$ cat src/rtl/seq_check_ctrl.sv
// -----------------------------------------------------------------------------
// seq_check_ctrl
//
// Frame controller for the serial "at least three 0s and one 1" sequence
// checker. It accepts a parallel frame, clears the checker for one cycle, and
// then feeds the frame to the checker one bit per cycle. It captures the verdict
// and the transmit-order position of the bit that completed the check, and
// returns them on a valid/ready result channel. It also keeps saturating
// frame and pass counters.
//
// Parameters
//   FRAME_W    bits per frame (2..32)
//   MSB_FIRST  1: bit FRAME_W-1 is sent first, 0: bit 0 is sent first
//
// Ports
//   clk, rst          rising-edge clock, synchronous active-high reset
//   frm_valid/ready   frame handshake; frm_ready is high only in IDLE
//   frm_data          frame bits, captured on the frame handshake
//   chk_state_reset   drives the checker's in_state_reset
//   chk_data          drives the checker's in_data
//   chk_out           checker's Moore output (1 in its accepting state)
//   res_valid/ready   result handshake
//   res_pass          frame satisfied the check
//   res_bitpos        transmit-order index of the completing bit (0 on fail)
//   frame_cnt         frames completed, saturating at 16'hFFFF
//   pass_cnt          frames passed, saturating at 16'hFFFF
//
// Optional feature macro: SEQ_CHECK_CTRL_EARLY_EXIT_EN
//   When defined, the first hit seen while shifting ends the frame immediately
//   and the remaining bits are not sent. res_pass and res_bitpos are the same
//   as in the default build; only the latency of passing frames changes.
// -----------------------------------------------------------------------------
module seq_check_ctrl #(
  parameter int FRAME_W   = 8,
  parameter int MSB_FIRST = 1,
  localparam int BP_W     = $clog2(FRAME_W)
) (
  input  logic               clk,
  input  logic               rst,
  input  logic               frm_valid,
  output logic               frm_ready,
  input  logic [FRAME_W-1:0] frm_data,
  output logic               chk_state_reset,
  output logic               chk_data,
  input  logic               chk_out,
  output logic               res_valid,
  input  logic               res_ready,
  output logic               res_pass,
  output logic [BP_W-1:0]    res_bitpos,
  output logic [15:0]        frame_cnt,
  output logic [15:0]        pass_cnt
);

  typedef enum logic [2:0] {
    IDLE   = 3'd0,
    CLEAR  = 3'd1,
    SHIFT  = 3'd2,
    SAMPLE = 3'd3,
    DONE   = 3'd4
  } state_t;

  localparam logic [BP_W-1:0] K_LAST = BP_W'(FRAME_W - 1);

  state_t               state;
  state_t               state_nxt;

  logic [FRAME_W-1:0]   sr;
  logic [FRAME_W-1:0]   sr_shifted;
  logic                 head;
  logic [BP_W-1:0]      k;
  logic                 hit;
  logic [BP_W-1:0]      hit_pos;

  logic                 load;
  logic                 shift_en;
  logic                 rec_hit;
  logic                 finish;
  logic                 finish_pass;
  logic [BP_W-1:0]      finish_pos;

  function automatic logic [15:0] sat_inc(input logic [15:0] v);
    return (v == 16'hFFFF) ? v : v + 16'd1;
  endfunction

  // Head bit of the shift register and the register after one shift,
  // according to the transmit order.
  always_comb begin
    if (MSB_FIRST != 0) begin
      head       = sr[FRAME_W-1];
      sr_shifted = {sr[FRAME_W-2:0], 1'b0};
    end else begin
      head       = sr[0];
      sr_shifted = {1'b0, sr[FRAME_W-1:1]};
    end
  end

  always_comb begin
    state_nxt       = state;
    frm_ready       = 1'b0;
    chk_state_reset = 1'b0;
    chk_data        = 1'b0;
    res_valid       = 1'b0;
    load            = 1'b0;
    shift_en        = 1'b0;
    rec_hit         = 1'b0;
    finish          = 1'b0;
    finish_pass     = 1'b0;
    finish_pos      = '0;

    case (state)
      IDLE: begin
        frm_ready = 1'b1;
        if (frm_valid) begin
          load      = 1'b1;
          state_nxt = CLEAR;
        end
      end

      CLEAR: begin
        chk_state_reset = 1'b1;
        state_nxt       = SHIFT;
      end

      SHIFT: begin
        chk_data = head;
        shift_en = 1'b1;
        if (k == K_LAST) begin
          state_nxt = SAMPLE;
        end
        // At k=0 chk_out still reflects the cycle before the first bit, so
        // only k>=1 can carry a real verdict (covering bits 0..k-1).
        if ((k != '0) && chk_out && !hit) begin
`ifdef SEQ_CHECK_CTRL_EARLY_EXIT_EN
          finish      = 1'b1;
          finish_pass = 1'b1;
          finish_pos  = k - BP_W'(1);
          state_nxt   = DONE;
`else
          rec_hit     = 1'b1;
`endif
        end
      end

      SAMPLE: begin
        // chk_out now covers the whole frame; a hit seen only here was
        // completed by the last transmitted bit.
        finish      = 1'b1;
        finish_pass = hit | chk_out;
        if (hit) begin
          finish_pos = hit_pos;
        end else if (chk_out) begin
          finish_pos = K_LAST;
        end
        state_nxt = DONE;
      end

      DONE: begin
        res_valid = 1'b1;
        if (res_ready) begin
          state_nxt = IDLE;
        end
      end

      default: begin
        state_nxt = IDLE;
      end
    endcase
  end

  // Control: state, bit counter, hit flag, result and statistics.
  always_ff @(posedge clk) begin
    if (rst) begin
      state      <= IDLE;
      k          <= '0;
      hit        <= 1'b0;
      res_pass   <= 1'b0;
      res_bitpos <= '0;
      frame_cnt  <= 16'd0;
      pass_cnt   <= 16'd0;
    end else begin
      state <= state_nxt;
      if (load) begin
        k   <= '0;
        hit <= 1'b0;
      end else if (shift_en) begin
        k <= k + BP_W'(1);
      end
      if (rec_hit) begin
        hit <= 1'b1;
      end
      if (finish) begin
        res_pass   <= finish_pass;
        res_bitpos <= finish_pos;
        frame_cnt  <= sat_inc(frame_cnt);
        if (finish_pass) begin
          pass_cnt <= sat_inc(pass_cnt);
        end
      end
    end
  end

  // Data: frame shift register and recorded hit position (only read while
  // the hit flag is set, so they need no reset).
  always_ff @(posedge clk) begin
    if (load) begin
      sr <= frm_data;
    end else if (shift_en) begin
      sr <= sr_shifted;
    end
    if (rec_hit) begin
      hit_pos <= k - BP_W'(1);
    end
  end

endmodule

$ cat config.mk
export PLATFORM = sky130hd
export DESIGN_NAME = seq_check_ctrl
export DESIGN_NICKNAME = d
export VERILOG_FILES = /design/src/rtl/seq_check_ctrl.sv
export SDC_FILE = /design/constraint.sdc
export NUM_CORES = 1
export LEC_CHECK = 0
export CORE_MARGIN = 2
export CORE_UTILIZATION = 53
export CTS_BUF_LIST = sky130_fd_sc_hd__clkbuf_4
export DETAILED_ROUTE_END_ITERATION = 8
export HOLD_SLACK_MARGIN = 0.1
export PLACE_DENSITY = 0.82
export SYNTH_ARGS = -nofsm -noshare
export SYNTH_HDL_FRONTEND = slang
export SYNTH_SLANG_ARGS = --single-unit
$ cat constraint.sdc
create_clock -name clk -period 2.4 [get_ports clk]
set_input_delay 0.36 -clock clk [delete_from_list [all_inputs] [get_ports clk]]
set_output_delay 0.36 -clock clk [all_outputs]
set_load 0.01 [all_outputs]
==> flow_metrics.env, run 1 <==
export IMPL_cp_required_ns=2.04
export IMPL_wl_per_cell_um=13.1
export IMPL_maxCapViolations=0
export IMPL_crit_type="reg -> out"
export IMPL_drc_errors=0
export IMPL_cts_made_buffers=5
export IMPL_avgSynthCellArea_um2=8.82
export IMPL_top_layer="met4"
export IMPL_die_x_um=74.4
export IMPL_stdcell_count=417
export IMPL_grt_max_degree=18
export IMPL_nNetsFinal=368
export IMPL_vdd_drop_max_uv=383
export IMPL_finalInstanceArea_mm2=0.00327
export IMPL_cellLeakagePower_nw=1.11
export IMPL_vias=2359
export IMPL_grt_pass1_vias=2021
export IMPL_grtUsageTotal_pct=21.2
export IMPL_tightest_slew_ns=0.695
export IMPL_ys_ff_latch=54
export IMPL_grt_ovfl_total=0
export IMPL_async_flop_share_pct=0
export IMPL_port_buffers=52
export IMPL_first_pass_iters=4
export IMPL_tns_ns=0
export IMPL_cts_buffer_depth=2
export IMPL_crit_path_top_delay_cell="clkdlybuf4s50_1"
export IMPL_cts_clk_slew_worst_paths_ns=0.15
export IMPL_postCtsSetupBuffers=0
export IMPL_cts_root_buf="clkbuf_4"
export IMPL_crit_cells=2
export IMPL_route_met2_wl_mm=2.67
export IMPL_finalHoldViolations=0
export IMPL_synth_distinct_cells=47
export IMPL_worstSetupStartpointType="register"
export IMPL_status="finished clean"
export IMPL_powerDensity_mw_per_mm2=472
export IMPL_start_util_pct=55.3
export IMPL_rows=25
export IMPL_route_detailed_vias_per_inst=5.66
export IMPL_clock_fmax_mhz=455
export IMPL_grt_pass1_wl_mm=9.15
export IMPL_syn_cell_area_mm2=0.00263
export IMPL_cp_end_kind="primary output"
export IMPL_worstRegToRegCells=4
export IMPL_yosysSeqAreaShare_pct=45.3
export IMPL_period_needed_ns=2.20
export IMPL_fin_crit_sh_pct=91.7
export IMPL_syn_num_nets=317
export IMPL_cts_htree_levels=2
export IMPL_crit_family="buffers and inverters"
export IMPL_setup_viol_count_final=0
export IMPL_routed_wl_mm=5.47
export IMPL_slew_violations=0
export IMPL_hold_path_cell_count=2
export IMPL_arrival_ns=1.84
export IMPL_path_cells="nor3_1, clkdlybuf4s50_1"
export IMPL_synth_edff_count=11
export IMPL_wl_met1_mm=2.52
export IMPL_final_cell_mix="clkdlybuf4s50_1 (52), dfxtp_1 (43), nand2_1 (33)"
export IMPL_rsz0062_at_grt="no"
export IMPL_postCtsHoldBufs=0
export IMPL_die_area_mm2=0.00554
export IMPL_die_h_um=74.4
export IMPL_fin_skew_ns=0.0160
export IMPL_layout_drive_gt1_share_pct=7.14
export IMPL_cts_tree="built"
export IMPL_pin_count=53
export IMPL_critPathBufInv=1
export IMPL_cpPeakStageDelay_ns=0.61
export IMPL_holdWs_ns=0.474
export IMPL_coreArea_mm2=0.00475
export IMPL_diodes=0
export IMPL_critPathMaxFanout=10
export IMPL_dp_hpwl_mm=4.03
export IMPL_clkLatencyLatePin_ns=0.39
export IMPL_antenna_found_initial=0
export IMPL_postLayoutCoreUtil_pct=68.9
export IMPL_min_path_type="reg -> reg"
export IMPL_syn_to_final_growth_pct=24.6
export IMPL_layout_commonest_cell="clkdlybuf4s50_1"
export IMPL_synth_top_flop_cell="dfxtp_1"
export IMPL_placed_area_mm2=0.00322
export IMPL_globalplace_congestion=0.763
export IMPL_ys_warn_count=0
export IMPL_wl_met3_um=220
export IMPL_drt_iter0_markers=248
export IMPL_max_slew_margin_pct=53.3
export IMPL_cts_sinks=54
export IMPL_post_cts_resized=0
export IMPL_placed_cells=409
export IMPL_ant_nets=0
export IMPL_synthCells=298
-- power by group --
part / switching, mW / internal [mW] / leakage [nW]
Sequential: 0.0191 / 0.968 / 0.451
Clock: 0.294 / 0.116 / 0.0355
Combinational: 0.0799 / 0.0683 / 0.628
-- layer usage --
layer	up-vias	GRT usage [%]
li1	1214	-
met1	1082	27.9
met2	55	34.5
met3	8	4.74
met4	0	6.94
met5	-	0
-- synth_stat cells (3+ instances only) --
library cell	count	area [um^2]
nor3_1	18	90.1
mux2i_1	4	40.0
o31ai_1	13	97.6
ha_1	6	75.1
or4_1	12	90.1
buf_2	4	20.0
a211oi_1	6	45.0
edfxtp_1	11	330
a21oi_1	24	120
nor2_1	19	71.3
nor2b_1	5	31.3
inv_1	12	45.0
nand2_1	33	124
or2_2	3	18.8
o21ai_0	9	45.0
dfxtp_1	43	861
or3_1	7	43.8
nand4_1	10	62.6
nand3_1	8	40.0
nor4_1	8	50.1
and3_1	4	25.0
clkbuf_1	9	33.8
-- sequential cells by signal, indices dropped and copies added, names as in the netlist --
| signal | cells |
|---|---|
| hit_pos | 3 |
| res_bitpos | 3 |
| k | 3 |
| hit | 1 |
| res_pass | 1 |
| sr | 8 |
| pass_cnt | 16 |
| state | 3 |
| frame_cnt | 16 |
-- per-stage QoR --
stage / power, mW / setup WS, ns
final: 1.55 / 0.200
after global routing: 1.62 / 0.102
after CTS: 1.56 / 0.189
after detailed placement: 1.16 / 0.139
after global placement: 1.15 / 0.217
after floorplan: 1.10 / 0.472
-- kinds of logic after synthesis --
family / share of synthesized area, %
muxes: 2.38
AOI/OAI and AO/OA: 14.9
buffers and inverters: 4.62
xor gates and xnor gates: 1.33
and+or+nand+nor: 28.6
adders and majority gates: 2.86
DFF: 45.3
-- worst min-delay path, cell delays in order (launching register included) --
cell and delay [ns]:
dfxtp_1 0.34, nand2_1 0.05, a21oi_1 0.06
-- layout make-up --
| class | instances | area [um^2] |
|---|---|---|
| repair buffers | 60 | 581 |
| clock inverters | 3 | 20.0 |
| flip-flops and latches | 54 | 1190 |
| well taps | 67 | 83.8 |
| clock buffers | 5 | 37.5 |
| fillers | 406 | 1480 |
| inverters | 12 | 45.0 |
| multi-input cells | 216 | 1320 |
-- worst paths after layout --
| path | from | to | slack (ns) |
|---|---|---|---|
| hold reg to reg | res_pass | res_pass | 0.47 |
| hold / removal | res_pass | res_pass | 0.47 |
| setup / recovery | state[1] | frm_ready | 0.20 |
| setup reg to reg | state[1] | pass_cnt[15] | 0.25 |
(Power assumes the default switching activity.)
==> run 2: changes to the inputs <==
--- a/config.mk
+++ b/config.mk
@@ -5,12 +5,14 @@
 export SDC_FILE = /design/constraint.sdc
 export NUM_CORES = 1
 export LEC_CHECK = 0
+export CELL_PAD_IN_SITES_DETAIL_PLACEMENT = 1
+export CELL_PAD_IN_SITES_GLOBAL_PLACEMENT = 1
 export CORE_MARGIN = 2
-export CORE_UTILIZATION = 53
+export CORE_UTILIZATION = 40
 export CTS_BUF_LIST = sky130_fd_sc_hd__clkbuf_4
 export DETAILED_ROUTE_END_ITERATION = 8
 export HOLD_SLACK_MARGIN = 0.1
-export PLACE_DENSITY = 0.82
+export PLACE_DENSITY_LB_ADDON = 0.1
 export SYNTH_ARGS = -nofsm -noshare
 export SYNTH_HDL_FRONTEND = slang
 export SYNTH_SLANG_ARGS = --single-unit
==> flow_metrics.env, run 2 (synthesized netlist as in run 1, its figures left out) <==
export IMPL_start_util_pct=41.4
export IMPL_tns_ns=0
export IMPL_slew_violations=0
export IMPL_grt_ovfl_total=0
export IMPL_postCtsSetupBuffers=0
export IMPL_postLayoutCoreUtil_pct=52.0
export IMPL_preCtsSetupSlack_ns=0.153
export IMPL_route_detailed_vias_per_inst=5.67
export IMPL_cp_end_kind="primary output"
export IMPL_cts_root_buf="clkbuf_4"
export IMPL_post_cts_resized=0
export IMPL_finalHoldViolations=0
export IMPL_period_needed_ns=2.22
export IMPL_cts_htree_levels=2
export IMPL_wl_per_cell_um=14.9
export IMPL_dp_hpwl_mm=4.72
export IMPL_cp_required_ns=2.04
export IMPL_cts_made_buffers=5
export IMPL_worstSetupStartpointType="register"
export IMPL_maxCapViolations=0
export IMPL_grt_pass1_wl_mm=11.0
export IMPL_vias=2420
export IMPL_min_path_type="reg -> reg"
export IMPL_setup_viol_count_final=0
export IMPL_grt_max_degree=38
export IMPL_arrival_ns=1.86
export IMPL_grtUsageTotal_pct=18.3
export IMPL_nFillCells=754
export IMPL_tightest_slew_ns=0.687
export IMPL_fin_skew_ns=0.0129
export IMPL_drc_errors=0
export IMPL_placed_cells=419
export IMPL_final_cell_mix="clkdlybuf4s50_1 (52), dfxtp_1 (43), nand2_1 (33)"
export IMPL_cts_buffer_depth=2
export IMPL_path_cells="nor3b_1, clkdlybuf4s50_1"
export IMPL_first_pass_iters=4
export IMPL_fin_crit_sh_pct=92.6
export IMPL_nNetsFinal=368
export IMPL_reg_top3="frame_cnt (16), pass_cnt (16), sr (8)"
export IMPL_crit_type="reg -> out"
export IMPL_setup_ws_ns=0.177
export IMPL_clkLatencyLatePin_ns=0.38
export IMPL_die_x_um=85.1
export IMPL_antenna_found_initial=0
export IMPL_status="finished clean"
export IMPL_rsz0062_at_grt="no"
export IMPL_crit_path_top_delay_cell="clkdlybuf4s50_1"
export IMPL_grt_pass1_vias=2377
export IMPL_port_buffers=52
export IMPL_globalplace_congestion=0.794
export IMPL_stdcell_count=427
export IMPL_die_h_um=85.1
export IMPL_die_area_mm2=0.00724
export IMPL_vdd_drop_max_uv=325
export IMPL_postCtsHoldBufs=0
export IMPL_routed_wl_mm=6.37
export IMPL_cts_sinks=54
export IMPL_pin_count=53
export IMPL_layout_commonest_cell="clkdlybuf4s50_1"
export IMPL_critPathMaxFanout=9
export IMPL_cpPeakStageDelay_ns=0.61
export IMPL_clock_fmax_mhz=450
export IMPL_powerDensity_mw_per_mm2=471
export IMPL_syn_to_final_growth_pct=25.6
export IMPL_drt_iter0_markers=70
export IMPL_cts_tree="built"
export IMPL_layout_drive_gt1_share_pct=7.14
export IMPL_ant_nets=0
export IMPL_rows=29
export IMPL_coreArea_mm2=0.00635
export IMPL_max_slew_margin_pct=53.7
export IMPL_diodes=0
export IMPL_cts_clk_slew_worst_paths_ns=0.17
export IMPL_cellLeakagePower_nw=1.11
[run 2: cell count changes in the layout (fill, tap and decap cells not counted)]
cell        before  now
buf_12           0    1
inv_4            1    0
clkinvlp_4       0    1
buf_4            8    7
[run 2: final timing paths]
kind         startpoint      endpoint  slack (ns)  cells past startpoint
max            state[2]     res_valid        0.18                      2
min            res_pass      res_pass        0.48                      2
max reg2reg    state[1]  pass_cnt[13]        0.21                      4
min reg2reg    res_pass      res_pass        0.48                      2
[run 2: worst max-delay path, delay by kind of cell (launching register included)]
kind / cells / cell delay [ns]
buf+inv: 1 / 0.61
flops: 1 / 0.52
simple gates: 1 / 0.36
[run 2: area by class of cell]
class	count	area [um^2]	share of cell area, %
multi-input cells	216	1320	39.9
inverters	12	45.0	1.36
well taps	77	96.3	2.92
clock buffers	5	37.5	1.14
clock inverters	3	21.3	0.644
flip-flops and latches	54	1190	36.1
repair buffers	60	593	18.0
[run 2: power breakdown]
part | internal [mW] | switching, mW
Clock | 0.115 | 0.300
Sequential | 0.968 | 0.0197
Combinational | 0.0685 | 0.0843
[run 2: routing by layer]
layer	track usage, %	wire [um]
met5	0	0
met4	5.63	91
met3	2.82	170
met2	31.1	3090
met1	23.9	3020
[run 2: stage by stage]
step	cell area, um^2	total power [mW]	hold WS [ns]
detailed placement	3240	1.16	0.458
global route	3300	1.64	0.534
global placement	3240	1.16	0.461
CTS	3300	1.58	0.486
floorplan	2630	1.10	0.481
finish	3300	1.56	0.484
==> run 3: changes to the inputs <==
--- a/config.mk
+++ b/config.mk
@@ -12,7 +12,7 @@
 export CTS_BUF_LIST = sky130_fd_sc_hd__clkbuf_4
 export DETAILED_ROUTE_END_ITERATION = 8
 export HOLD_SLACK_MARGIN = 0.1
-export PLACE_DENSITY_LB_ADDON = 0.1
+export PLACE_DENSITY = 0.92
 export SYNTH_ARGS = -nofsm -noshare
 export SYNTH_HDL_FRONTEND = slang
 export SYNTH_SLANG_ARGS = --single-unit
==> flow_metrics.env, run 3 (synthesized netlist as in run 1, its figures left out) <==
export IMPL_clock_fmax_mhz=446
export IMPL_diodes=0
export IMPL_clkLatencyLatePin_ns=0.38
export IMPL_crit_family="buffers and inverters"
export IMPL_holdWs_ns=0.489
export IMPL_maxCapViolations=0
export IMPL_preCtsSetupSlack_ns=0.154
export IMPL_wl_per_cell_um=15.4
export IMPL_layout_commonest_cell="clkdlybuf4s50_1"
export IMPL_path_cells="nor3_1, clkdlybuf4s50_1"
export IMPL_worstRegToRegCells=4
export IMPL_postCtsSetupBuffers=0
export IMPL_placed_area_mm2=0.00322
export IMPL_drt_iter0_markers=96
export IMPL_drc_errors=0
export IMPL_reg_top3="frame_cnt (16), pass_cnt (16), sr (8)"
export IMPL_tightest_slew_ns=0.804
export IMPL_r2r_slack_ns=0.23
export IMPL_start_util_pct=41.4
export IMPL_critPathBufInv=1
export IMPL_grt_pass1_wl_mm=11.0
export IMPL_period_needed_ns=2.24
export IMPL_cpPeakStageDelay_ns=0.63
export IMPL_worstSetupStartpointType="register"
export IMPL_crit_path_top_delay_cell="clkdlybuf4s50_1"
export IMPL_grt_ovfl_total=0
export IMPL_die_h_um=85.1
export IMPL_crit_type="reg -> out"
export IMPL_hold_path_cell_count=2
export IMPL_ant_nets=0
export IMPL_route_detailed_vias_per_inst=5.75
export IMPL_rsz0062_at_grt="no"
export IMPL_timing_rr_start="state[1]"
export IMPL_cts_root_buf="clkbuf_4"
export IMPL_die_area_mm2=0.00724
export IMPL_min_path_type="reg -> reg"
export IMPL_hold_end="res_pass"
export IMPL_finalHoldViolations=0
export IMPL_postCtsHoldBufs=0
export IMPL_coreArea_mm2=0.00635
export IMPL_cts_clk_slew_worst_paths_ns=0.15
export IMPL_first_pass_iters=4
export IMPL_cts_made_buffers=5
export IMPL_syn_to_final_growth_pct=25.4
export IMPL_port_buffers=52
export IMPL_setup_viol_count_final=0
export IMPL_cts_buffer_depth=2
export IMPL_power_mw=1.65
export IMPL_powerDensity_mw_per_mm2=501
export IMPL_r2r_end="pass_cnt[15]"
export IMPL_grt_max_degree=47
export IMPL_final_cell_mix="clkdlybuf4s50_1 (52), dfxtp_1 (43), nand2_1 (33)"
export IMPL_cellLeakagePower_nw=1.11
export IMPL_pin_count=53
export IMPL_cp_end_kind="primary output"
export IMPL_grtUsageTotal_pct=18.4
export IMPL_globalplace_congestion=0.808
export IMPL_finalInstanceArea_mm2=0.00330
export IMPL_vias=2439
export IMPL_fin_skew_ns=0.00798
export IMPL_slew_violations=0
export IMPL_cts_tree="built"
export IMPL_max_slew_margin_pct=46.0
export IMPL_arrival_ns=1.88
export IMPL_routed_wl_mm=6.55
export IMPL_status="finished clean"
export IMPL_cts_sinks=54
export IMPL_tns_ns=0
export IMPL_stdcell_count=424
export IMPL_rows=29
export IMPL_fin_crit_sh_pct=93.5
export IMPL_cp_required_ns=2.04
export IMPL_antenna_found_initial=0
export IMPL_placed_cells=416
export IMPL_grt_pass1_vias=2370
export IMPL_post_cts_resized=0
export IMPL_critPathMaxFanout=10
export IMPL_vdd_drop_max_uv=310
export IMPL_setup_ws_ns=0.156
export IMPL_dp_hpwl_mm=4.72
export IMPL_postLayoutCoreUtil_pct=51.9
export IMPL_nNetsFinal=365
export IMPL_layout_drive_gt1_share_pct=6.34
export IMPL_die_x_um=85.1
export IMPL_hp_start="res_pass"
export IMPL_cts_htree_levels=2
-- run 3: changes by cell type in the layout (fill, tap and decap cells not counted) --
cell        previous run  this run
bufinv_16              0         1
buf_4                  7         4
clkinv_2               1         2
clkinv_4               1         0
clkinvlp_4             1         0
-- run 3: worst reg2reg max path, stage by stage (launching register included) --
cell      delay, ns
dfxtp_1        0.58
nand3b_4       0.25
or4_1          0.70
or4_1          0.44
a21oi_1        0.15
-- run 3: worst max path at each step --
stage	slack, ns	from	end	cells past startpoint
global route	0.003	state[1]	frm_ready	2
global placement	0.21	chk_out	pass_cnt[15]	5
finish	0.16	state[1]	frm_ready	2
detailed placement	0.15	chk_out	pass_cnt[15]	5
CTS	0.15	state[1]	frm_ready	2
floorplan	0.47	frame_cnt[0]	frame_cnt[10]	6
-- run 3: report_power, final --
part,switching (mW),internal [mW],leakage (nW)
sequential,0.0207,0.968,0.451
clock,0.294,0.216,0.0450
combinational,0.0847,0.0676,0.617
total,0.399,1.25,1.11
-- run 3: layer usage --
| layer | global-route usage (%) | part of all wire, % | vias up | wire length [um] |
|---|---|---|---|---|
| li1 | - | - | 1200 | - |
| met3 | 3.50 | 3.2 | 10 | 211 |
| met1 | 23.1 | 45 | 1190 | 2920 |
| met4 | 5.05 | 1.5 | 0 | 95 |
| met5 | 0 | 0 | - | 0 |
| met2 | 32.2 | 51 | 39 | 3320 |
-- run 3: final cells by class --
cell class | count | area [um^2]
Clock buffer | 5 | 37.5
Timing Repair Buffer | 57 | 571
Sequential cell | 54 | 1190
Clock inverter | 3 | 40.0
Multi-Input combinational cell | 216 | 1320
Tap cell | 77 | 96.3
Fill cell | 765 | 3050
Inverter | 12 | 45.0
